--- config.mk ---
export PLATFORM = sky130hd
export DESIGN_NAME = wb_regfile
export DESIGN_NICKNAME = d
export VERILOG_FILES = /design/src/rtl/wb_regfile.sv
export SDC_FILE = /design/constraint.sdc
export NUM_CORES = 2
export LEC_CHECK = 0
export ABC_AREA = 0
export BUFFER_PORTS_ARGS = -buffer_cell sky130_fd_sc_hd__clkbuf_2
export CAP_MARGIN = 5
export CORE_MARGIN = 4
export CORE_UTILIZATION = 55
export DETAILED_ROUTE_END_ITERATION = 16
export GPL_TIMING_DRIVEN = 0
export PLACE_DENSITY = 0.71
export SETUP_SLACK_MARGIN = 0.4
export SLEW_MARGIN = 40
export SYNTH_ARGS = -nofsm -noshare
export SYNTH_HDL_FRONTEND = slang
export SYNTH_SLANG_ARGS = --single-unit
--- constraint.sdc ---
create_clock -name clk -period 7.97 [get_ports clk]
set_clock_uncertainty 0.15 [all_clocks]
set_input_delay 1.594 -clock clk [delete_from_list [all_inputs] [get_ports clk]]
set_output_delay 1.594 -clock clk [all_outputs]
set_load 0.02 [all_outputs]
--- src/rtl/wb_regfile.sv ---
// MEM/WB pipeline latch in front of a 32x32 register file, with two combinational
// read ports that bypass the pending write-back.

module wb_regfile_rdport #(
    parameter int DW = 32,
    parameter int AW = 5
) (
    input  logic                       en,
    input  logic [AW-1:0]              addr,
    input  logic                       wb_en,
    input  logic [AW-1:0]              wb_addr,
    input  logic [DW-1:0]              wb_data,
    input  logic [(1<<AW)-1:0][DW-1:0] regs,
    output logic [DW-1:0]              data
);
    // A pending write-back is newer than the array, so it wins on an address hit.
    always_comb begin
        data = '0;
        if (en && addr != '0) begin
            if (wb_en && wb_addr == addr)
                data = wb_data;
            else
                data = regs[addr];
        end
    end
endmodule

module wb_regfile (
    input  logic        clk,
    input  logic        rst,
    input  logic        stall_i,
    input  logic        flush_i,
    input  logic        write_reg_en_i,
    input  logic [4:0]  write_reg_addr_i,
    input  logic [31:0] write_reg_data_i,
    input  logic        read1_en_i,
    input  logic [4:0]  read1_addr_i,
    input  logic        read2_en_i,
    input  logic [4:0]  read2_addr_i,
    output logic [31:0] read1_data_o,
    output logic [31:0] read2_data_o,
    output logic        wb_en_o,
    output logic [4:0]  wb_addr_o,
    output logic [31:0] wb_data_o,
    output logic [31:0] commit_cnt_o
);
    localparam int DW     = 32;
    localparam int AW     = 5;
    localparam int NREG   = 1 << AW;
    localparam int NUM_RD = 2;

    typedef struct packed {
        logic          en;
        logic [AW-1:0] addr;
        logic [DW-1:0] data;
    } wb_ent_t;

    wb_ent_t                      wb_q;
    wb_ent_t                      wb_in;
    logic [NREG-1:0][DW-1:0]      regs;
    logic [DW-1:0]                cnt_q;
    logic                         commit;

    logic [NUM_RD-1:0]            rd_en;
    logic [NUM_RD-1:0][AW-1:0]    rd_addr;
    logic [NUM_RD-1:0][DW-1:0]    rd_data;

    assign wb_in = '{en: write_reg_en_i, addr: write_reg_addr_i, data: write_reg_data_i};

    // Commit sees the latch contents from before this edge; flush only kills the
    // incoming entry, so it does not block the commit.
    assign commit = !stall_i && wb_q.en && (wb_q.addr != '0);

    always_ff @(posedge clk) begin
        if (!rst) begin
            wb_q  <= '0;
            regs  <= '0;
            cnt_q <= '0;
        end else begin
            if (commit) begin
                regs[wb_q.addr] <= wb_q.data;
                if (cnt_q != '1)
                    cnt_q <= cnt_q + 1'b1;
            end
            if (flush_i)
                wb_q <= '0;
            else if (!stall_i)
                wb_q <= wb_in;
        end
    end

    assign rd_en   = {read2_en_i, read1_en_i};
    assign rd_addr = {read2_addr_i, read1_addr_i};

    generate
        for (genvar p = 0; p < NUM_RD; p++) begin : g_rd
            wb_regfile_rdport #(.DW(DW), .AW(AW)) u_rd (
                .en      (rd_en[p]),
                .addr    (rd_addr[p]),
                .wb_en   (wb_q.en),
                .wb_addr (wb_q.addr),
                .wb_data (wb_q.data),
                .regs    (regs),
                .data    (rd_data[p])
            );
        end
    endgenerate

    assign read1_data_o = rd_data[0];
    assign read2_data_o = rd_data[1];
    assign wb_en_o      = wb_q.en;
    assign wb_addr_o    = wb_q.addr;
    assign wb_data_o    = wb_q.data;
    assign commit_cnt_o = cnt_q;
endmodule

==> results.json <==
{
  "run_status": "finished, final reports clean",
  "syn_area_um2": 54800,
  "worst_ep_arrival_time_ns": 6.08,
  "hp-class": "reg2reg",
  "r2r_cells": 8,
  "slew_headroom_pct": 28.7,
  "cts.clk_slew.worst_paths_ns": 0.06,
  "overflow": 0,
  "synthFlopType": "dfxtp_1",
  "ys_warn_count": 0,
  "clk_latency_ns": 0.76,
  "synth_largest_area_cell": "dfxtp_1",
  "drc": 0,
  "wirelength_um": 305000,
  "synth-seq-cells": 1094,
  "worst_setup_path_start_kind": "input port",
  "gp_congestion": 1.12,
  "ant_nets": 0,
  "rsz0062_at_grt": "no",
  "cp_cell_sequence": "clkbuf_2 > buf_2 > or3b_2 > clkbuf_1 > clkbuf_2 > o221ai_1 > a211oi_1 > a21oi_1 > a22o_1 > clkbuf_2",
  "hold_depth": 2,
  "cpPeakStageDelay_ns": 0.91,
  "worst-setup-path-type": "in2out",
  "worstMarginPinSlew_ns": 1.06,
  "crit_cells": 10,
  "finalSetupTns_ns": 0,
  "avgRoutedWirePerCell_um": 37.6,
  "cts_setup_buffers": 0,
  "rows": 115,
  "nets": 6732,
  "drv_cap": 0,
  "fmaxAchievable_mhz": 128,
  "timing_hold_violations_final": 0,
  "synth-edff-count": 0,
  "dp_hpwl_um": 228000,
  "synth.most_common_cell": "nand2_1",
  "initial_core_util_pct": 55.6,
  "fin_cells": 8097,
  "leakage_nw": 20.9,
  "htreeDepth": 3,
  "worst_hold_slack_ns": 0.317,
  "finalCritPeriodShare_pct": 98.2,
  "die-area_um2": 105000,
  "path_delay_family": "buffers and inverters",
  "grt_pass1_vias": 53000,
  "report.final.slew_viol_count": 0,
  "netlist_top_cells_count": "nand2_1, dfxtp_1, a21oi_1, clkbuf_1, mux4_2",
  "grt_max_degree": 18,
  "cts_tree": "done",
  "fin_crit_ns": 7.82,
  "yosysUniqueCellTypes": 63,
  "top_level_ports": 188,
  "grt_use_total_pct": 56.6,
  "required_ns": 6.23,
  "ys_async_sr_fraction_pct": 0,
  "synthCells": 6351,
  "power_density_nw_per_um2": 205,
  "worstPathMaxFanout": 12,
  "syn_nets": 6406,
  "grt_pass1_wl_um": 409000,
  "vias_per_cell": 7.17,
  "die_w_um": 324,
  "coreArea_um2": 98700,
  "area_delta_synth_final_pct": 14.0,
  "cts-root-buf": "clkbuf_16",
  "drtPass1Iterations": 8,
  "finalPower_mw": 12.8,
  "drt-initial-drc-count": 11100,
  "antenna_found_initial": 42,
  "slowest_stage": "a211oi_1",
  "clockBufferDepth": 3,
  "vias": 58000,
  "placed_cells": 7844,
  "end_kind": "primary output",
  "synth_top_area_share_pct": 39.9,
  "ir_drop_mv": 0.209,
  "crit_top_cell": "clkbuf_2",
  "portBuffers": 183,
  "clkSinkCount": 1094,
  "yosysSeqAreaShare_pct": 39.9,
  "synth.area.top_cells": "dfxtp_1, mux4_2, nand2_1",
  "cts_buffers": 117,
  "setup_viol": 0,
  "drive_gt1_share_pct": 16.6,
  "crit_buf_inv": 5,
  "synth.avg_cell_area_um2": 8.64,
  "die_h_um": 324
}
-- metrics by stage --
stage / util, % / cell area [um^2] / setup slack, ns
6_report: 63.3 / 62500 / 0.145
5_1_grt: 63.3 / 62400 / 0.449
4_1_cts: 63.2 / 62400 / 0.558
3_5_place_dp: 58.9 / 58100 / 0.574
3_3_place_gp: 58.1 / 57400 / -0.0427
2_1_floorplan: - / 54800 / 2.76
-- worst min-delay path: stages (launching register included) --
cell and delay [ns]:
dfxtp_1 0.32, nand2_1 0.05, a21oi_1 0.05
-- final timing paths --
path	from	to	slack, ns
setup reg to reg	wb_addr_o[2]	regs[482]	4.31
setup / recovery	read2_addr_i[2]	read2_data_o[21]	0.15
hold / removal	regs[207]	regs[207]	0.32
hold reg to reg	regs[207]	regs[207]	0.32
-- logic make-up (layout without fill, tap and decap cells) --
| logic type | after synthesis | count (layout) | share of synthesized area, % |
|---|---|---|---|
| and+or+nand+nor | 2411 | 2411 | 17.5 |
| other | 0 | 36 | 0 |
| DFF | 1094 | 1094 | 39.9 |
| adders and majority gates | 1 | 1 | 0.0228 |
| AOI/OAI and AO/OA | 1482 | 1482 | 15.7 |
| xor gates and xnor gates | 23 | 23 | 0.367 |
| muxes | 656 | 656 | 21.3 |
| buffers and inverters | 684 | 1107 | 5.19 |
-- layout make-up --
| class | count | area (um^2) |
|---|---|---|
| flip-flops and latches | 1094 | 21900 |
| plain buffers | 679 | 3000 |
| well taps | 1287 | 1610 |
| clock inverters | 54 | 812 |
| inverters | 5 | 18.8 |
| clock buffers | 162 | 3420 |
| multi-input cells | 4573 | 30200 |
| repair buffers | 207 | 1510 |
| diodes | 36 | 90.1 |
| fillers | 8371 | 36200 |
-- registers in the layout, summed over array words and instances (netlist names) --
register and flops:
wb_addr_o 5, commit_cnt_o 32, regs 1024, wb_en_o 1
wb_data_o 32
-- metal layers --
layer	GRT usage (%)	wire length, um	up-vias
met2	76.4	119000	5754
met3	30.6	52500	1795
met4	48.3	33500	30
met5	0.272	402	-
li1	-	-	23000
met1	65.2	99600	27500
-- repair_timing --
action / in CTS / in global routing
gates resized for setup: 0 / 1
setup endpoints to repair: 0 / 1
hold buffers: 0 / 0
-- cells in the final DEF (no fill, tap or decap), drive strengths merged, types with 7 or more instances in the layout --
cell type  netlist  routed
a21oi         1078    1078
nand4           16      16
nand3           49      49
and3             8       8
and2            44      44
a22oi          114     114
mux4           408     408
dfxtp         1094    1094
or4              7       7
o221ai          45      45
xnor2           20      20
a311o           11      11
or3             12      12
a211oi          72      72
o22ai           36      36
diode            0      36
mux2i          233     233
clkbuf         487     832
nand2b          14      14
nand2         2092    2092
bufinv           0      17
o31ai            9       9
mux2            15      15
a22o            21      21
nor2b           37      37
o21ai           15      15
buf            192     216
a32o            50      50
clkinv           0      27
nor2           107     107
inv              5       9
-- where the power goes --
group          leakage (nW)  total [mW]  switching (mW)  internal (mW)
clock                  2.08        6.08            2.54           3.55
combinational          9.98        1.29            1.02          0.272
sequential             8.81        5.48         0.00440           5.47
total                  20.9        12.8            3.56           9.29
No activity file was read; power rests on OpenSTA's default activity.
